**config.mk**
```make
export PLATFORM = sky130hd
export DESIGN_NAME = pc_next_ctrl
export DESIGN_NICKNAME = d
export VERILOG_FILES = /design/src/rtl/pc_next_ctrl.sv
export SDC_FILE = /design/constraint.sdc
export NUM_CORES = 1
export LEC_CHECK = 0
export CAP_MARGIN = 20
export CELL_PAD_IN_SITES_DETAIL_PLACEMENT = 1
export CELL_PAD_IN_SITES_GLOBAL_PLACEMENT = 2
export CORE_ASPECT_RATIO = 1.4
export CORE_MARGIN = 3
export CORE_UTILIZATION = 26
export CTS_BUF_LIST = sky130_fd_sc_hd__clkbuf_4 sky130_fd_sc_hd__clkbuf_8
export DETAILED_ROUTE_END_ITERATION = 10
export HOLD_SLACK_MARGIN = 0.1
export PLACE_DENSITY_LB_ADDON = 0.08
export SYNTH_ARGS = -nofsm -noshare
export SYNTH_HDL_FRONTEND = slang
export SYNTH_SLANG_ARGS = --single-unit
```
**constraint.sdc**
```tcl
create_clock -name clk -period 4.3 [get_ports clk]
set_clock_uncertainty 0.2 [all_clocks]
set_input_delay 0.43 -clock clk [delete_from_list [all_inputs] [get_ports clk]]
set_output_delay 0.43 -clock clk [all_outputs]
set_load 0.05 [all_outputs]
```
**src/rtl/pc_next_ctrl.sv**
```systemverilog
// pc_next_ctrl: program counter and next-PC select for a jump-capable datapath.
//
// The module holds the PC and computes four candidate targets: sequential, branch,
// jump and jump-register. It walks the PC through a valid/ready fetch handshake.
// A redirect that arrives while instruction memory is not ready is buffered, so
// that no control transfer is lost.
//
// Ports:
//   clk, rst          rising-edge clock, asynchronous active-high reset
//   fetch_ready       instruction memory accepts pc_out this cycle
//   stall             pipeline hold; blocks PC update and redirect capture
//   branch, zero      conditional branch and its ALU condition
//   jump, jr          J-type jump, jump-register
//   imm               sign-extended immediate (word offset for branches)
//   jaddr             J-type target field
//   rs_data           register operand for jr
//   pc_out            registered current PC
//   fetch_valid       pc_out is a valid fetch request
//   pc_sel            select code of the last PC update (00 seq, 01 br, 10 j, 11 jr)
//   pc_plus4          pc_out + 4, combinational
//   redirect_pending  a buffered redirect is waiting for fetch_ready
//   misalign          one-cycle pulse when a taken jr target had bits [1:0] != 0
//   fetch_count       number of accepted fetches, wraps at 2^32
module pc_next_ctrl #(
  parameter int unsigned   N        = 32,
  parameter logic [N-1:0]  RESET_PC = '0
) (
  input  logic         clk,
  input  logic         rst,
  input  logic         fetch_ready,
  input  logic         stall,
  input  logic         branch,
  input  logic         zero,
  input  logic         jump,
  input  logic         jr,
  input  logic [N-1:0] imm,
  input  logic [25:0]  jaddr,
  input  logic [N-1:0] rs_data,
  output logic [N-1:0] pc_out,
  output logic         fetch_valid,
  output logic [1:0]   pc_sel,
  output logic [N-1:0] pc_plus4,
  output logic         redirect_pending,
  output logic         misalign,
  output logic [31:0]  fetch_count
);

  localparam logic [1:0] SelSeq    = 2'b00;
  localparam logic [1:0] SelBranch = 2'b01;
  localparam logic [1:0] SelJump   = 2'b10;
  localparam logic [1:0] SelJr     = 2'b11;

  localparam logic [N-1:0] PcStep = N'(4);

  typedef enum logic [1:0] {
    StBoot = 2'b00,
    StRun  = 2'b01,
    StHold = 2'b10
  } state_e;

  state_e       state_q, state_d;
  logic [N-1:0] pc_q, pc_d;
  logic [1:0]   sel_q, sel_d;
  logic [N-1:0] buf_tgt_q, buf_tgt_d;
  logic [1:0]   buf_sel_q, buf_sel_d;
  logic         pend_q, pend_d;
  logic         misalign_q, misalign_d;
  logic [31:0]  count_q, count_d;

  logic [N-1:0] br_tgt, jmp_tgt, jr_tgt;
  logic [N-1:0] new_tgt;
  logic [1:0]   new_sel;
  logic         redirect;

  // Candidate targets, all modulo 2^N.
  assign pc_plus4 = pc_q + PcStep;
  assign br_tgt   = pc_plus4 + (imm << 2);
  assign jmp_tgt  = {pc_plus4[N-1:28], jaddr, 2'b00};
  assign jr_tgt   = {rs_data[N-1:2], 2'b00};

  // Priority: jr > jump > taken branch > sequential.
  always_comb begin
    new_tgt  = pc_plus4;
    new_sel  = SelSeq;
    redirect = 1'b1;
    if (jr) begin
      new_tgt = jr_tgt;
      new_sel = SelJr;
    end else if (jump) begin
      new_tgt = jmp_tgt;
      new_sel = SelJump;
    end else if (branch && zero) begin
      new_tgt = br_tgt;
      new_sel = SelBranch;
    end else begin
      redirect = 1'b0;
    end
  end

  always_comb begin
    state_d    = state_q;
    pc_d       = pc_q;
    sel_d      = sel_q;
    buf_tgt_d  = buf_tgt_q;
    buf_sel_d  = buf_sel_q;
    pend_d     = pend_q;
    count_d    = count_q;
    // In RUN/HOLD every non-stalled jr is consumed or buffered, so it pulses here.
    misalign_d = (state_q != StBoot) && !stall && jr && (rs_data[1:0] != 2'b00);

    unique case (state_q)
      StBoot: begin
        state_d = StRun;
      end
      StRun: begin
        if (!stall) begin
          if (fetch_ready) begin
            pc_d    = new_tgt;
            sel_d   = new_sel;
            count_d = count_q + 32'd1;
          end else if (redirect) begin
            buf_tgt_d = new_tgt;
            buf_sel_d = new_sel;
            pend_d    = 1'b1;
            state_d   = StHold;
          end
        end
      end
      StHold: begin
        if (!stall) begin
          if (fetch_ready) begin
            // A fresh redirect supersedes the buffered one.
            if (redirect) begin
              pc_d  = new_tgt;
              sel_d = new_sel;
            end else begin
              pc_d  = buf_tgt_q;
              sel_d = buf_sel_q;
            end
            pend_d  = 1'b0;
            count_d = count_q + 32'd1;
            state_d = StRun;
          end else if (redirect) begin
            buf_tgt_d = new_tgt;
            buf_sel_d = new_sel;
          end
        end
      end
      default: begin
        state_d = StBoot;
      end
    endcase
  end

  always_ff @(posedge clk or posedge rst) begin
    if (rst) begin
      state_q    <= StBoot;
      pc_q       <= RESET_PC;
      sel_q      <= SelSeq;
      buf_tgt_q  <= '0;
      buf_sel_q  <= SelSeq;
      pend_q     <= 1'b0;
      misalign_q <= 1'b0;
      count_q    <= '0;
    end else begin
      state_q    <= state_d;
      pc_q       <= pc_d;
      sel_q      <= sel_d;
      buf_tgt_q  <= buf_tgt_d;
      buf_sel_q  <= buf_sel_d;
      pend_q     <= pend_d;
      misalign_q <= misalign_d;
      count_q    <= count_d;
    end
  end

  assign pc_out           = pc_q;
  assign fetch_valid      = (state_q != StBoot);
  assign pc_sel           = sel_q;
  assign redirect_pending = pend_q;
  assign misalign         = misalign_q;
  assign fetch_count      = count_q;

endmodule

```
==> results.py <==
metrics = {
    "routing": {
        "first_iter_violations": 277,
        "wl_per_cell_um": 20.9,
        "drc": 0,
        "routed_wirelength_um": 31800,
        "num_vias": 7693,
        "avgViaCountPerCell": 5.05,
        "postRouteAntennaNets": 0,
        "drt_pass1_iterations": 5,
    },
    "synthesis": {
        "yosys.area.top_type": "dfrtp_1",
        "yosysWarningCount": 0,
        "syn-mean-instance-area_sq_um": 8.32,
        "synth_cell_types": 71,
        "synth-async-reset-ratio_pct": 100,
        "syn_nets": 1032,
        "netlist_area_sq_mm": 0.00743,
        "netlist_instances": 893,
        "synth_top_flop_cell": "dfrtp_1",
        "synth_area_leaders": "dfrtp_1 (35%), ha_1 (6.7%), nand2_1 (6.6%), xnor2_1 (6.1%), a21oi_1 (4.8%)",
        "yosys-top-cells-count": "nand2_1 (130), dfrtp_1 (104), nor2_1 (85)",
        "synth_edf_count": 0,
        "ys_seq_area_share_pct": 35.0,
        "synth.most_common_cell": "nand2_1",
        "netlist.area_leader.share_pct": 35.0,
        "synth_seq_cells": 104,
    },
    "floorplanning": {
        "die_area_sq_mm": 0.0307,
        "core_area_sq_mm": 0.0279,
        "fp-row-count": 72,
        "ioPinCount": 199,
        "die_y_um": 206,
        "initial_utilization_pct": 26.6,
        "die_x_um": 149,
    },
    "min_path": {
        "hold_depth": 2,
        "hold_class": "reg -> reg",
    },
    "power_and_ir_drop": {
        "p_leak_nw": 4.66,
        "power_density_mw_per_mm2": 670,
        "peakVddDrop_mv": 0.374,
    },
    "run_status": {
        "status": "finished clean",
    },
    "global_routing": {
        "grt.busiest_layer": "met2",
        "grt.met1_usage_pct": 28.3,
        "grt_pass1_vias": 8044,
        "globalRoute.totalOverflow": 0,
        "grt_antenna_before_repair": 0,
        "grt_pass1_wl_um": 48600,
        "grtUsageTotal_pct": 20.6,
        "use_met3_pct": 2.48,
        "use_met2_pct": 35.3,
        "grt_max_degree": 68,
    },
    "worst_setup_path": {
        "criticalPathCategory": "reg -> reg",
        "worstSetupStartpointType": "flip-flop",
        "r2r_slack_ns": 0.19,
        "crit_fanout": 5,
        "setup.worst_path.end_class": "flip-flop",
        "reg2reg_depth": 19,
        "slowest_stage": "dfrtp_2",
        "critPathMostFrequentCell": "buf_4",
        "critical_path.cell_chain": "ha_4 -> nand2_1 -> or3_4 -> nor2_2 -> nand4_1 -> xnor2_4 -> ha_1 -> buf_4 -> nand2_1 -> o21ai_0 -> a21oi_1 -> o21ai_0 -> buf_4 -> a21oi_2 -> o21ba_2 -> xnor2_1 -> buf_4 -> o31ai_1 -> a31oi_1",
        "worstPathArrival_ns": 4.16,
        "max_stage_delay_ns": 0.44,
        "critical_path_required_ns": 4.35,
    },
    "cells_and_area": {
        "nNetsFinal": 1286,
        "area_growth_pct": 47.9,
        "final_cell_area_sq_mm": 0.0110,
        "drive_gt1_share_pct": 15.9,
        "fill_cells": 3291,
        "utilization_pct": 39.3,
        "diodes": 0,
    },
    "sta": {
        "setup_viol": 0,
        "min_period_ns": 4.11,
        "fmax_mhz": 243,
        "relSlewSlack_pct": 38.4,
        "worstMarginPinSlew_ns": 0.924,
        "finalHoldViolations": 0,
        "final.period_utilization_pct": 95.5,
        "slew_viol_final": 0,
        "rsz0062_at_grt": "false",
    },
    "placed_design": {
        "globalplace.congestion": 0.821,
        "io_buffers": 196,
        "place_area_sq_mm": 0.0107,
        "post-dp-hpwl_um": 25200,
    },
    "clock_tree": {
        "cts_root_buf": "clkbuf_8",
        "clk_pin_slew_ns": 0.11,
        "cts_num_sinks": 104,
        "cts_tree": "done",
        "insertion_delay_ns": 0.37,
        "cts_buffer_depth": 2,
        "h-tree-depth": 3,
        "cts_made_buffers": 9,
    },
    "flow_run": {
        "drv_cap": 0,
    },
}
per-stage QoR:
step                      total power, W  hold WS [ns]  instances  setup slack (ns)  setup TNS [ns]
final                            0.00735         0.278       1522             0.192               0
after global placement           0.00660         0.250       1505            0.0568               0
after global routing             0.00787         0.304       1522           0.00572               0
after CTS                        0.00736         0.284       1521            0.0825               0
after detailed placement         0.00663         0.262       1505            0.0235               0
after floorplan                  0.00468         0.238        893           -0.0259         -0.0512
report_power, final:
part	internal (W)	total [W]	switching, W
Clock	0.000351	0.000697	0.000346
Combinational	0.00196	0.00508	0.00312
Sequential	0.00130	0.00158	0.000277
Total	0.00361	0.00735	0.00374
sequential cells by signal, summed over array words and instances (netlist names):
| signal | flops |
|---|---|
| redirect_pending | 1 |
| pc_out | 32 |
| buf_sel_q | 2 |
| misalign | 1 |
| fetch_count | 32 |
| state_q | 2 |
| buf_tgt_q | 32 |
| pc_sel | 2 |
placed cells by master, fill, tap and decap left out, types with 5 or more instances in the layout:
| cell type | instances |
|---|---|
| nand2b_1 | 8 |
| a221oi_1 | 6 |
| nand4_1 | 22 |
| xnor2_4 | 6 |
| inv_1 | 20 |
| and3_1 | 15 |
| dfrtp_2 | 17 |
| dfrtp_1 | 87 |
| clkbuf_8 | 10 |
| o21ai_0 | 63 |
| a21oi_1 | 69 |
| or3_1 | 8 |
| xor2_2 | 7 |
| xnor2_2 | 9 |
| and4_1 | 6 |
| o22ai_1 | 15 |
| o31ai_1 | 10 |
| o21a_1 | 8 |
| ha_1 | 37 |
| a211oi_1 | 5 |
| clkdlybuf4s50_1 | 196 |
| xnor2_1 | 37 |
| xor2_1 | 16 |
| o211ai_1 | 8 |
| nand2_1 | 130 |
| buf_4 | 85 |
| nor2_1 | 79 |
| a21o_1 | 15 |
| a31oi_1 | 12 |
| a22o_1 | 5 |
| nor3_1 | 11 |
| nand3_1 | 29 |
worst max-delay path, delay by kind of cell (launching register included):
kind | cells | cell delay, ns
adders and majority gates | 2 | 0.51
AOI/OAI and AO/OA | 7 | 1.08
xor gates and xnor gates | 2 | 0.29
and+or+nand+nor | 5 | 0.95
DFF | 1 | 0.44
buffers and inverters | 3 | 0.50
final timing paths:
check | end | from
max | buf_tgt_q[26] | pc_out[3]
max reg2reg | buf_tgt_q[26] | pc_out[3]
min in group asynchronous | pc_out[31] | rst
min reg2reg | pc_sel[0] | pc_sel[0]
max in group asynchronous | fetch_count[4] | rst
min | pc_sel[0] | pc_sel[0]
layout make-up:
type	instances	area, sq um	share of cell area, %
Sequential cell	104	2620	23.9
Timing Repair Buffer	283	2640	24.0
Clock inverter	5	81.3	0.741
Inverter	22	85.1	0.775
Multi-Input combinational cell	727	4940	45.0
Tap cell	370	463	4.22
Clock buffer	11	145	1.32
metal layers:
layer,share of wire (%),up-vias,wire [um]
met3,3.8,17,1200
met4,1.0,0,319
met2,49,154,15600
met5,0,-,0
li1,-,3731,-
met1,46,3791,14700
logic make-up (layout without fill, tap and decap cells):
group,after synthesis,in the layout,synth area share (%)
DFF,104,104,35.0
muxes,8,8,1.15
xor gates and xnor gates,78,78,9.40
adders and majority gates,41,41,7.01
and+or+nand+nor,341,341,21.7
buffers and inverters,62,321,3.89
AOI/OAI and AO/OA,259,259,21.8
repair_timing:
action                                  in CTS  in global routing
buffers inserted                             0                  1
gates resized for setup                      2                 11
hold buffers                                 0                  0
endpoints found under the setup margin       3                 12
pin swaps                                    0                  2
No activity file was read; power rests on OpenSTA's default activity.
